File: config.mk
export PLATFORM = sky130hd
export DESIGN_NAME = axi_ad9963_tx_unpack
export DESIGN_NICKNAME = d
export VERILOG_FILES = /design/src/rtl/axi_ad9963_tx_unpack.sv
export SDC_FILE = /design/constraint.sdc
export NUM_CORES = 1
export LEC_CHECK = 0
export BUFFER_PORTS_ARGS = -buffer_cell sky130_fd_sc_hd__buf_2
export CAP_MARGIN = 40
export CORE_MARGIN = 8
export CORE_UTILIZATION = 35
export DETAILED_ROUTE_END_ITERATION = 8
export PLACE_DENSITY = 0.47
export SLEW_MARGIN = 25
export SYNTH_ARGS = -nofsm -noshare
export SYNTH_HDL_FRONTEND = slang
export SYNTH_SLANG_ARGS = --single-unit
File: constraint.sdc
create_clock -name dac_clk -period 10.1 [get_ports dac_clk]
set_input_delay 0.505 -clock dac_clk [delete_from_list [all_inputs] [get_ports dac_clk]]
set_output_delay 0.505 -clock dac_clk [all_outputs]
set_load 0.01 [all_outputs]
File: src/rtl/axi_ad9963_tx_unpack.sv
// DMA-to-DAC unpacker for the AD9963 TX path: a word FIFO followed by a
// per-channel sample unpacker that prefetches on each consume strobe.
//
// phase     | meaning
// PH_FIRST  | next SINGLE consume pops a word and emits its low half
// PH_SECOND | next SINGLE consume emits the buffered high half, no pop
module axi_ad9963_tx_unpack #(
  parameter int FIFO_ADDR_WIDTH = 4,
  parameter bit UNDERFLOW_HOLD  = 1'b0
) (
  input  logic                     dac_clk,
  input  logic                     dac_rst,
  input  logic                     dma_valid,
  input  logic [31:0]              dma_data,
  output logic                     dma_ready,
  input  logic                     dac_enable_i,
  input  logic                     dac_enable_q,
  input  logic                     dac_valid_i,
  input  logic                     dac_valid_q,
  output logic [15:0]              dac_data_i,
  output logic [15:0]              dac_data_q,
  output logic                     dac_dunf,
  output logic [FIFO_ADDR_WIDTH:0] fifo_level
);

  localparam int AW    = FIFO_ADDR_WIDTH;
  localparam int DEPTH = 2 ** AW;
  localparam logic [AW:0]   LVL_FULL = (AW+1)'(DEPTH);
  localparam logic [AW:0]   LVL_ONE  = (AW+1)'(1);
  localparam logic [AW-1:0] PTR_ONE  = AW'(1);

  typedef enum logic {PH_FIRST, PH_SECOND} phase_t;

  logic [31:0]   mem_q [DEPTH];
  logic [AW-1:0] wr_ptr_q, rd_ptr_q;
  logic [AW:0]   level_q, level_d;
  logic [1:0]    en_prev_q;
  logic          ready_q;
  logic [15:0]   data_i_q, data_q_q, spare_q;
  logic          dunf_q;
  phase_t        phase_q;

  logic [1:0]  en;
  logic        flush, push, consume, need_pop, underflow, pop;
  logic [31:0] rd_word;

  always_comb begin
    en        = {dac_enable_q, dac_enable_i};
    // Any enable change, or both channels off, empties the whole datapath.
    flush     = (en != en_prev_q) | (en == 2'b00);
    push      = dma_valid & ready_q & ~flush & (level_q != LVL_FULL);
    consume   = (dac_valid_i | dac_valid_q) & ~flush;
    need_pop  = consume & ((en == 2'b11) | (phase_q == PH_FIRST));
    underflow = need_pop & (level_q == '0);
    pop       = need_pop & ~underflow;
    rd_word   = mem_q[rd_ptr_q];
    level_d   = level_q;
    if (push & ~pop)
      level_d = level_q + LVL_ONE;
    else if (pop & ~push)
      level_d = level_q - LVL_ONE;
  end

  always_ff @(posedge dac_clk) begin
    if (push)
      mem_q[wr_ptr_q] <= dma_data;
  end

  always_ff @(posedge dac_clk or posedge dac_rst) begin
    if (dac_rst) begin
      wr_ptr_q  <= '0;
      rd_ptr_q  <= '0;
      level_q   <= '0;
      en_prev_q <= 2'b00;
      ready_q   <= 1'b0;
      data_i_q  <= '0;
      data_q_q  <= '0;
      spare_q   <= '0;
      dunf_q    <= 1'b0;
      phase_q   <= PH_FIRST;
    end else begin
      en_prev_q <= en;
      dunf_q    <= underflow;
      if (flush) begin
        wr_ptr_q <= '0;
        rd_ptr_q <= '0;
        level_q  <= '0;
        ready_q  <= 1'b0;
        data_i_q <= '0;
        data_q_q <= '0;
        spare_q  <= '0;
        phase_q  <= PH_FIRST;
      end else begin
        level_q <= level_d;
        // Looking at the next level keeps a push from ever landing on a full FIFO.
        ready_q <= (level_d != LVL_FULL);
        if (push)
          wr_ptr_q <= wr_ptr_q + PTR_ONE;
        if (pop)
          rd_ptr_q <= rd_ptr_q + PTR_ONE;
        if (underflow) begin
          if (!UNDERFLOW_HOLD) begin
            data_i_q <= '0;
            data_q_q <= '0;
          end
        end else if (consume) begin
          case (en)
            2'b11: begin
              data_i_q <= rd_word[15:0];
              data_q_q <= rd_word[31:16];
            end
            2'b01: begin
              data_q_q <= '0;
              if (phase_q == PH_FIRST) begin
                data_i_q <= rd_word[15:0];
                spare_q  <= rd_word[31:16];
                phase_q  <= PH_SECOND;
              end else begin
                data_i_q <= spare_q;
                phase_q  <= PH_FIRST;
              end
            end
            2'b10: begin
              data_i_q <= '0;
              if (phase_q == PH_FIRST) begin
                data_q_q <= rd_word[15:0];
                spare_q  <= rd_word[31:16];
                phase_q  <= PH_SECOND;
              end else begin
                data_q_q <= spare_q;
                phase_q  <= PH_FIRST;
              end
            end
            default: ;
          endcase
        end
      end
    end
  end

  assign dma_ready  = ready_q;
  assign dac_data_i = data_i_q;
  assign dac_data_q = data_q_q;
  assign dac_dunf   = dunf_q;
  assign fifo_level = level_q;

endmodule

# Word level (Yosys, flattened, before mapping)
# Memory sizes are Yosys's and may differ from the RTL's.
# Index checks and enable logic that the tools add are counted.
[totals] word_cells=81 input_bits=39 out_inout_bits=39 reg_bits=66 ramBits=512 n_memories=1
[memory_table] name="mem_q" depth=16 width=32 rd=1 rd_ports_with_merged_regs=0 write_ports=1 line="34" text="logic [31:0] mem_q [DEPTH];"
[classes] bitwise=17 n_addsub=4 n_eq_ne=8 muxes=29 n_reduce_logical=12
[op_table] op="$mux 16" count=12
[op_table] op="$pmux 16 s3" count=2
[op_table] op="$mux 4" count=4
[op_table] op="$mux 5" count=3
[op_table] op="$ne 5x5->1 const B" count=2
[op_table] op="$and 1x1->1" count=9
[op_table] op="$add 4x1->4 const B" count=2
[op_table] op="$mux 1" count=8
[op_table] op="$reduce_bool 2->1" count=4
[op_table] op="$add 5x1->5 const B" count=1
[op_table] op="$logic_not 5->1" count=1
[op_table] op="$not 1->1" count=5
[op_table] op="$reduce_bool 5->1" count=1
[op_table] op="$sub 5x1->5 const B" count=1
[op_table] op="$eq 2x2->1 const B" count=2
[op_table] op="$reduce_and 4->1" count=1
[op_table] op="$or 1x1->1" count=3
[op_table] op="$reduce_and 3->1" count=1
[op_table] op="$reduce_bool 3->1" count=1
[op_table] op="$eq 2x1->1 const B" count=1
[op_table] op="$logic_not 2->1" count=1
[op_table] op="$ne 2x1->1 const B" count=1
[op_table] op="$ne 2x2->1" count=1
[op_table] op="$ne 2x2->1 const B" count=1
[op_table] op="other kinds (2)" count=2

# Longest topological paths before layout
# Gate-level depths: netlist (run 1).
[depth] depth_word=13 ltp_mapped=10 mapped_depth_nobuf=8

# Worst setup path before layout (run 1)
# OpenSTA, ideal clock, no wires.
[synth_path] kind="input to register" start="in dac_enable_i" end="mem mem_q[3][0] (enable)" cell_stages=7 setup_ps=461 n_path_buf=1 arrival_ps=4064 slack_ps=5575 required_ps=9639 cell_sequence="inv_1 -> ha_1 -> or3_1 -> clkbuf_1 -> nor3_1 -> nand2_1 -> nor3_1"
[synth_between] elab_chain_len=7 word_cells_on_any_way=8 classes_between="eq/ne: 1; mux: 2; bitwise: 4; reduce/logical: 1"
[synth_lines] element="start: declaration" line="16" text="input logic dac_enable_i,"
[synth_lines] element="$ne 2x2->1 / $logic_not 2->1 (equally long branches)" line="50" text="flush = (en != en_prev_q) | (en == 2'b00);"
[synth_lines] element="$or 1x1->1 (*)" line="50"
[synth_lines] element="$not 1->1 (*)" line="51" text="push = dma_valid & ready_q & ~flush & (level_q != LVL_FULL);"
[synth_lines] element="$and 1x1->1 (*) (2 in a row)" line="51"
[synth_lines] element="$mux 1 (*)" line="65" text="if (push)"
[synth_lines] element="$mux 1 (not written as such) (*)" line="66" text="mem_q[wr_ptr_q] <= dma_data;"
[synth_lines] element="end: declaration" line="34"
# Mark *: on every way between the ends. The rest lies on a longest branch, timed or not.

# Worst setup path in the final report (run 1)
[layout_path] start="reg en_prev_q[0]" end="mem mem_q[13][12] (enable)"
[layout_between] elab_chain_len=7
[layout_lines] element="start: declaration" line="37" text="logic [1:0] en_prev_q;"
[layout_lines] element="start signal: assignment" line="82" text="en_prev_q <= en;"
[layout_lines] element="$ne 2x2->1" line="50"
[layout_lines] element="$or 1x1->1" line="50"
[layout_lines] element="$not 1->1" line="51"
[layout_lines] element="$and 1x1->1 (2 in a row)" line="51"
[layout_lines] element="$mux 1" line="65"
[layout_lines] element="$mux 1 (not written as such)" line="66"
# Every way passes these cells.

==> impl_metrics.tcl, run 1 <==
set metrics [dict create \
    synth_top_area_cell "edfxtp_1" \
    via_count 10990 \
    synth-xor-area-share_pct 0.4677 \
    synthSimpleGateAreaFrac_pct 2.823 \
    clock_path_buffers 3 \
    syn_area_mm2 0.02247 \
    nNetsFinal 1237 \
    synth.top_cells.by_count "edfxtp_1, mux4_2, nand2_1, dfrtp_1, a22oi_1" \
    final.setup_skew_ps 20.86 \
    wl_per_cell_um 27.55 \
    synth_ff_type "edfxtp_1" \
    drc 0 \
    die_area_mm2 0.07257 \
    yosysMostFrequentCell "edfxtp_1" \
    layout-drive-gt1-share_pct 31.36 \
    drtIter0Drc 999 \
    cpMostUsedCell "buf_4" \
    r2r-end "mem_q[13][12]" \
    critPathMaxStageDelay_ps 530 \
    min_path_type "primary input to async pin" \
    die_y_um 269.4 \
    port_buffers 77 \
    cts_resized 0 \
    tritoncts "done" \
    cts_root_buf "clkbuf_16" \
    track_usage_pct 15.76 \
    synth_cells 1069 \
    reg2reg_depth 7 \
    cts.htree.levels 3 \
    core_area_mm2 0.06400 \
    fin_setup_tns_ps 0 \
    tightest_slew_ps 772.0 \
    hold_viol 0 \
    setup.worst_path.end_class "register" \
    cp_cell_sequence "xor2_1, or3_1, buf_4, nor3_1, nand2_1, nor2_4, buf_4" \
    status "completed" \
    first_global_vias 11560 \
    rsz0062_at_grt "false" \
    p_leak_nw 8.506 \
    powerDensity_mw_per_mm2 192.1 \
    synth.avg_cell_area_um2 21.02 \
    startpoint "en_prev_q[0]" \
    synth_top_family_by_area "multiplexers" \
    synth_compound_area_share_pct 2.923 \
    antenna_found_initial 6 \
    clk_pin_slew_ps 60 \
    die_width_um 269.4 \
    grt_pass1_wl_um 83900 \
    fin_util_pct 40.82 \
    synth-edff-count 512 \
    slew_viol_final 0 \
    cp-start-kind "register" \
    synth-seq-cells 578 \
    cts_made_buffers 66 \
    postRouteAntennaNets 0 \
    grt-ovfl-total 0 \
    ys.warnings.count 0 \
    crit_arrival_ps 3520 \
    synth.area.mux_share_pct 15.90 \
    synthAdderAreaFrac_pct 0.6681 \
    irDropWorstVdd_v 0.00009762 \
    cts_hold_buf 0 \
    dp_hpwl_um 31120 \
    syn2layout_area_growth_pct 16.25 \
    via_per_inst 5.259 \
    reg2reg_slack_ps 6800 \
    synth_top_area_share_pct 68.41 \
    start_util_pct 35.11 \
    dr.pass1.iters 6 \
    io_pins 78 \
    postCtsSetupRepairBufs 0 \
    critPathSlowestCell "buf_4" \
    synthTopCellsByArea "edfxtp_1, mux4_2, dfrtp_1" \
    crit_fanout 40 \
    yosysSeqAreaShare_pct 75.76 \
    clk_latency_ps 600 \
    synth_fp_nets 1120 \
    wirelength_um 57560 \
    post-route-period-util_pct 32.71 \
    async_flop_share_pct 11.42 \
    crit-reg2reg-launch "en_prev_q[0]" \
    drv_cap 0 \
    fin_crit_ps 3304 \
    rows 93 \
    cts.sinks 578 \
    synth.distinct_cells 46 \
    required_ps 10310 \
    finalSetupViolations 0 \
    maxSlewHeadroom_pct 48.53 \
    endpoint "mem_q[13][12]" \
    gp_congestion 0.7283 \
    critical_path_class "register to register" \
    fmax_ghz 0.3026 \
    grt_max_degree 84 \
    num_antenna_cells 0 \
]
how the worst min path moves through the flow:
stage,cells after the start,end,slack [ps]
after floorplan,2,dac_data_i[15],460
after global placement,2,dac_data_i[0],480
after detailed placement,2,dac_data_i[0],490
after CTS,3,dac_data_q[15],5
after global routing,3,dac_data_i[10],60
final,3,dac_data_i[13],40
cell usage in the layout (no fill, tap or decap), types with 9 or more instances in the layout:
cell type and n:
a21oi_1 26, a222oi_1 9, a22oi_1 40, buf_2 77
buf_4 28, clkbuf_1 20, clkbuf_16 69, clkinv_2 10
dfrtp_1 62, edfxtp_1 512, ha_1 12, inv_1 15
mux4_2 156, nand2_1 71, nor2_1 16, nor2_4 12
registers in the layout, summed over array words and instances, names as in the netlist:
register / count
dac_dunf: 1
en_prev_q: 2
dma_ready: 1
wr_ptr_q: 4
fifo_level: 5
dac_data_i: 16
mem_q: 512
rd_ptr_q: 4
spare_q: 16
dac_data_q: 16
phase_q: 1
through the flow:
step / area (µm²) / setup WS, ps / hold slack, ps / cells / power, mW
floorplan: 22470 / 5575 / 461.1 / 1069 / 2.768
detailed placement: 24100 / 6343 / 485.3 / 1972 / 2.845
global route: 26130 / 6582 / 57.30 / 2089 / 5.192
finish: 26130 / 6796 / 36.24 / 2089 / 5.019
global placement: 24020 / 6379 / 475.8 / 1969 / 2.841
CTS: 26110 / 6749 / 5.466 / 2088 / 5.092
area by class of cell:
class / count / area, µm²
clock inverters: 19 / 100.1
flip-flops and latches: 578 / 17040
inverters: 16 / 61.31
clock buffers: 97 / 1912
fillers: 5677 / 37870
well taps: 855 / 1070
multi-input cells: 414 / 5238
repair buffers: 110 / 705.7
critical path: cells and delay by family (launching register included):
family / cells / cell delay (ps)
DFF: 1 / 370
buffers and inverters: 2 / 830
and+or+nand+nor: 4 / 1560
xor gates and xnor gates: 1 / 140
metal layers:
metal	GRT usage (%)	part of all wire, %	up-vias
met5	0	0.066	-
met2	24.72	47	330
met3	3.275	5.7	78
met1	22.03	45	5917
li1	-	-	4656
met4	4.844	2.0	6
cell families after synthesis:
logic type | after synthesis
multiplexers | 162
AO/OA/AOI/OAI | 91
XOR/XNOR | 12
adder cells (fa/ha/maj) | 12
buffers and inverters | 77
AND/OR/NAND/NOR | 137
flip-flops | 578
where the power goes:
part           internal, mW  switching, mW  total, mW  leakage [nW]
registers              2.61        0.00976       2.62          5.51
logic                0.0672          0.106      0.174          2.01
clock network          1.31          0.917       2.23         0.985
total                  3.99           1.03       5.02          8.51
No activity file was read; power rests on OpenSTA's default activity.
==> inputs of run 2 (changes only) <==
==> constraint.sdc (replaced) <==
create_clock -name dac_clk -period 3.2 [get_ports dac_clk]
set_input_delay 0.16 -clock dac_clk [delete_from_list [all_inputs] [get_ports dac_clk]]
set_output_delay 0.16 -clock dac_clk [all_outputs]
set_load 0.01 [all_outputs]
==> run 2 against run 1 <==
  * Critical endpoint is now mem_q[8][24]
  * Global-route usage is 0.39 points higher
  * Highest routed layer is now met4
  * Sequential share of layout area decreased by 2.1 points
  * Critical path depth unchanged
  * Design area up 3.3%
  * Clock power grew to 3.1 times the previous value
  * Largest cell class unchanged
==> impl_metrics.tcl, run 2 (synthesized netlist as in run 1, its figures left out) <==
set metrics [dict create \
    cts.htree.levels 2 \
    dp_hpwl_um 35040 \
    syn2layout_area_growth_pct 20.10 \
    irDropWorstVdd_v 0.0004492 \
    grt-ovfl-total 0 \
    rsz0062_at_grt "false" \
    largest_register_ffs 512 \
    fin_util_pct 42.17 \
    track_usage_pct 16.15 \
    status "completed" \
    crit-reg2reg-launch "fifo_level[0]" \
    die_area_mm2 0.07257 \
    die_width_um 269.4 \
    cts_root_buf "clkbuf_16" \
    min_path_type "primary input to async pin" \
    post-route-period-util_pct 90.85 \
    postRouteAntennaNets 0 \
    share_clk_of_total_power_pct 43.7 \
    tightest_slew_ps 619.6 \
    via_count 11230 \
    drv_cap 0 \
    critPathBufInv 2 \
    regMostFlops "mem_q" \
    die_y_um 269.4 \
    required_ps 3440 \
    p_leak_nw 8.871 \
    reg2reg_depth 7 \
    via_per_inst 5.193 \
    cts_made_buffers 60 \
    fmax_ghz 0.3440 \
    port_buffers 77 \
    fin_crit_ps 2907 \
    r2r-end "mem_q[8][24]" \
    setup.worst_path.end_class "register" \
    tritoncts "done" \
    clock_path_buffers 3 \
    crit_arrival_ps 3150 \
    start_util_pct 35.11 \
    swShare_pct 20.71 \
    gp_congestion 0.7567 \
    nNetsFinal 1307 \
    antenna_found_initial 1 \
    endpoint "mem_q[8][24]" \
    drtIter0Drc 1084 \
    cp_cell_sequence "inv_1, ha_1, and4bb_2, nor3_1, nand2_1, nor2_4, buf_4" \
    cp-start-kind "register" \
    crit_fanout 18 \
    reg2reg_slack_ps 290 \
    hold_viol 0 \
    powerDensity_mw_per_mm2 584.3 \
    final.setup_skew_ps 25.41 \
    grt_max_degree 35 \
    power_frac_comb_pct 3.9 \
    startpoint "fifo_level[0]" \
    postCtsSetupRepairBufs 0 \
    rows 93 \
    critPathSlowestCell "nor3_1" \
    critical_path_class "register to register" \
    slew_viol_final 0 \
    dr.pass1.iters 5 \
    layout_commonest_cell "edfxtp_1" \
    first_global_vias 12030 \
    cts.sinks 578 \
    worst_path_dominant_cell_family "simple AND/OR/NAND/NOR gates" \
    cp_num_cells 7 \
    critPathMaxStageDelay_ps 440 \
    p_sw_mw 3.266 \
    clk_latency_ps 620 \
    finalSetupViolations 0 \
    layout-drive-gt1-share_pct 32.44 \
    io_pins 78 \
    intPower_mw 12.50 \
    clk_pin_slew_ps 60 \
    fin_setup_tns_ps 0 \
    grt_pass1_wl_um 86730 \
    layout_common_cells "edfxtp_1, mux4_2, buf_2, nand2_1" \
    drc 0 \
    wl_per_cell_um 27.28 \
    maxSlewHeadroom_pct 58.69 \
    num_antenna_cells 0 \
    core_area_mm2 0.06400 \
    seqPwrFrac_pct 52.4 \
    wirelength_um 58980 \
]
-- run 2: per-stage QoR --
step | std cells | total power, mW | instance area (µm²) | setup WS (ps) | hold WS, ps
final | 2162 | 15.77 | 26990 | 292.6 | 33.43
after global placement | 2011 | 9.005 | 24640 | 242.2 | 337.3
after CTS | 2162 | 15.95 | 26990 | 283.2 | 7.652
after detailed placement | 2014 | 9.015 | 24700 | 292.7 | 137.5
after global routing | 2162 | 16.29 | 26990 | 104.3 | 49.45
after floorplan | 1069 | 8.736 | 22500 | -214.0 | 191.4
-- run 2: power groups by stage --
| stage | combinational (mW) | sequential (mW) | clock, mW |
|---|---|---|---|
| after floorplan | 0.322 | 8.41 | 0 |
| after global placement | 0.587 | 8.42 | 0 |
| after detailed placement | 0.596 | 8.42 | 0 |
| after CTS | 0.635 | 8.26 | 7.05 |
| after global routing | 0.679 | 8.26 | 7.35 |
| final | 0.621 | 8.26 | 6.89 |
-- run 2: cell type report --
class	count	area, µm²
tap	855	1070
inverter	16	61.31
timing repair buffer	186	1619
clock buffer	81	1653
multi-input combinational	414	5263
sequential	578	17040
fill	5661	37010
clock inverter	32	285.3
-- run 2: timing repair --
action	in CTS	in global routing
resized for setup	0	0
setup endpoints to repair	0	0
hold buffers	35	0
hold endpoints to repair	564	0
-- run 2: worst min-delay path: stages --
cell	delay (ps)
dlygate4sd3_1	530
buf_2	120
clkinv_2	240
-- run 2: how the worst min path moves through the flow --
| stage | cells after the start | to | slack [ps] | startpoint |
|---|---|---|---|---|
| 2_1_floorplan | 0 | en_prev_q[0] | 190 | dac_enable_i |
| 3_3_place_gp | 1 | en_prev_q[1] | 340 | dac_enable_q |
| 3_5_place_dp | 2 | en_prev_q[1] | 140 | dac_rst |
| 4_1_cts | 3 | dac_dunf | 8 | dac_rst |
| 5_1_grt | 3 | dac_dunf | 50 | dac_rst |
| 6_report | 3 | dac_dunf | 30 | dac_rst |
-- run 2: metal layers --
metal,vias to the layer above,part of all wire (%),global-route usage [%]
met5,-,0,0
met2,244,49,26.48
li1,4803,-,-
met4,0,1.4,3.286
met1,6120,46,22.75
met3,60,4.3,2.646
==> inputs of run 3 (changes only) <==
--- a/config.mk
+++ b/config.mk
@@ -8,9 +8,9 @@
 export BUFFER_PORTS_ARGS = -buffer_cell sky130_fd_sc_hd__buf_2
 export CAP_MARGIN = 40
 export CORE_MARGIN = 8
-export CORE_UTILIZATION = 35
+export CORE_UTILIZATION = 55
 export DETAILED_ROUTE_END_ITERATION = 8
-export PLACE_DENSITY = 0.47
+export PLACE_DENSITY = 0.69
 export SLEW_MARGIN = 25
 export SYNTH_ARGS = -nofsm -noshare
 export SYNTH_HDL_FRONTEND = slang
==> constraint.sdc (replaced) <==
create_clock -name dac_clk -period 3.4 [get_ports dac_clk]
set_input_delay 0.17 -clock dac_clk [delete_from_list [all_inputs] [get_ports dac_clk]]
set_output_delay 0.17 -clock dac_clk [all_outputs]
set_load 0.01 [all_outputs]
==> run 3 against run 2 <==
  * Hold slack better by 110 ps
  * Cell count is 17% lower
  * Utilization is 22 points higher
  * Register-to-register slack better by 220 ps
==> impl_metrics.tcl, run 3 (synthesized netlist as in run 1, its figures left out) <==
set metrics [dict create \
    status "completed" \
    grt_max_degree 59 \
    num_antenna_cells 0 \
    tightest_slew_ps 768.8 \
    required_ps 3640 \
    postRouteAntennaNets 0 \
    fmax_ghz 0.3458 \
    clk_pin_slew_ps 60 \
    io_pins 78 \
    fin_crit_ps 2892 \
    rsz0062_at_grt "false" \
    post_dp_cell_area_mm2 0.02397 \
    nNetsFinal 1275 \
    largest_register_ffs 512 \
    post-place-ws_ps 474.5 \
    cts_root_buf "clkbuf_16" \
    via_per_inst 6.282 \
    clk_latency_ps 600 \
    critPathSlowestCell "nor3_1" \
    core_area_mm2 0.04055 \
    irDropWorstVdd_v 0.0004089 \
    cp_cell_sequence "inv_1, ha_1, and4bb_2, nor3_1, nand2_1, nor3_4, buf_4" \
    grt-ovfl-total 0 \
    die_width_um 218.1 \
    die_y_um 218.1 \
    min_path_type "primary input to register" \
    rows 74 \
    regMostFlops "mem_q" \
    port_buffers 77 \
    cts_made_buffers 56 \
    tritoncts "done" \
    finalSetupViolations 0 \
    layout_common_cells "edfxtp_1, mux4_2, buf_2, nand2_1, dfrtp_1" \
    dr.pass1.iters 7 \
    layout-drive-gt1-share_pct 30.21 \
    critical_path_class "register to register" \
    setup.worst_path.end_class "register" \
    gp_congestion 0.8128 \
    grt_pass1_wl_um 77430 \
    powerDensity_mw_per_mm2 553.7 \
    fill_cells 2661 \
    wirelength_um 52030 \
    via_count 11330 \
    fin_area_mm2 0.02619 \
    fin_ws_ps 508.5 \
    start_util_pct 55.41 \
    cts.sinks 578 \
    crit_fanout 22 \
    antenna_found_initial 0 \
    clock_path_buffers 3 \
    wl_per_cell_um 28.86 \
    critPathMaxStageDelay_ps 410 \
    first_global_vias 11740 \
    syn2layout_area_growth_pct 16.56 \
    drv_cap 0 \
    drtIter0Drc 1270 \
    post-route-period-util_pct 85.05 \
    maxSlewHeadroom_pct 48.69 \
    layout_commonest_cell "edfxtp_1" \
    postCtsSetupRepairBufs 0 \
    drc 0 \
    cts.htree.levels 2 \
    slew_viol_final 0 \
    crit-reg2reg-launch "fifo_level[0]" \
    final.setup_skew_ps 19.67 \
    min-delay-start "dma_valid" \
    startpoint "fifo_level[0]" \
    p_leak_nw 8.641 \
    cp-start-kind "register" \
    hold_viol 0 \
    track_usage_pct 22.27 \
    dp_hpwl_um 28860 \
    crit_arrival_ps 3130 \
    die_area_mm2 0.04758 \
]
## run 3: final cells by class
class                           count  area, µm²  share of cell area (%)
Sequential cell                   578      17040                   65.04
Clock inverter                     21      227.7                  0.8694
Tap cell                          532      665.6                   2.541
Timing Repair Buffer              158       1321                   5.044
Inverter                           16      60.06                  0.2293
Clock buffer                       84       1620                   6.186
Multi-Input combinational cell    414       5263                   20.09
## run 3: worst paths after layout
check / cells past startpoint / endpoint / slack, ps
setup / recovery: 7 / mem_q[3][26] / 510
hold / removal: 4 / wr_ptr_q[1] / 140
setup reg to reg: 7 / mem_q[3][26] / 510
hold reg to reg: 2 / dac_data_i[15] / 500
max in group asynchronous: 4 / rd_ptr_q[1] / 2440
min in group asynchronous: 3 / fifo_level[2] / 180
## run 3: worst max-delay path, delay by kind of cell (launching register included)
kind / cells / cell delay [ps]
buf+inv: 2 / 550
simple gates: 4 / 1330
flops: 1 / 400
fa+ha+maj: 1 / 240
## run 3: metrics by stage
step	std cells	power (mW)	TNS [ps]	util, %	hold slack [ps]
after floorplan	1069	8.222	-1338	-	201.4
after global placement	1660	8.423	0	59.05	246.1
after detailed placement	1661	8.430	0	59.10	249.4
after CTS	1801	14.58	0	64.52	88.89
after global routing	1803	14.90	0	64.59	185.7
final	1803	14.50	0	64.59	139.1
## run 3: layer usage
metal  share of wire, %  global-route usage [%]  vias to the layer above  routed length, µm
li1                   -                       -                     4728                  -
met1                 42                   32.06                     5976              21690
met2                 48                   34.52                      520              24720
met3                7.9                   3.899                      103               4107
met4                2.9                   7.747                        0               1516
met5                  0                       0                        -                  0
## run 3: repair_timing
item	4_1_cts	5_1_grt
endpoints found under the setup margin	0	0
endpoints found under the hold margin	535	0
gates resized for setup	0	0
hold buffers	35	0
## run 3: report_power, final
part / switching (mW) / internal (mW)
Clock: 2.53 / 3.66
Sequential: 0.0203 / 7.75
Combinational: 0.321 / 0.225
Total: 2.87 / 11.6
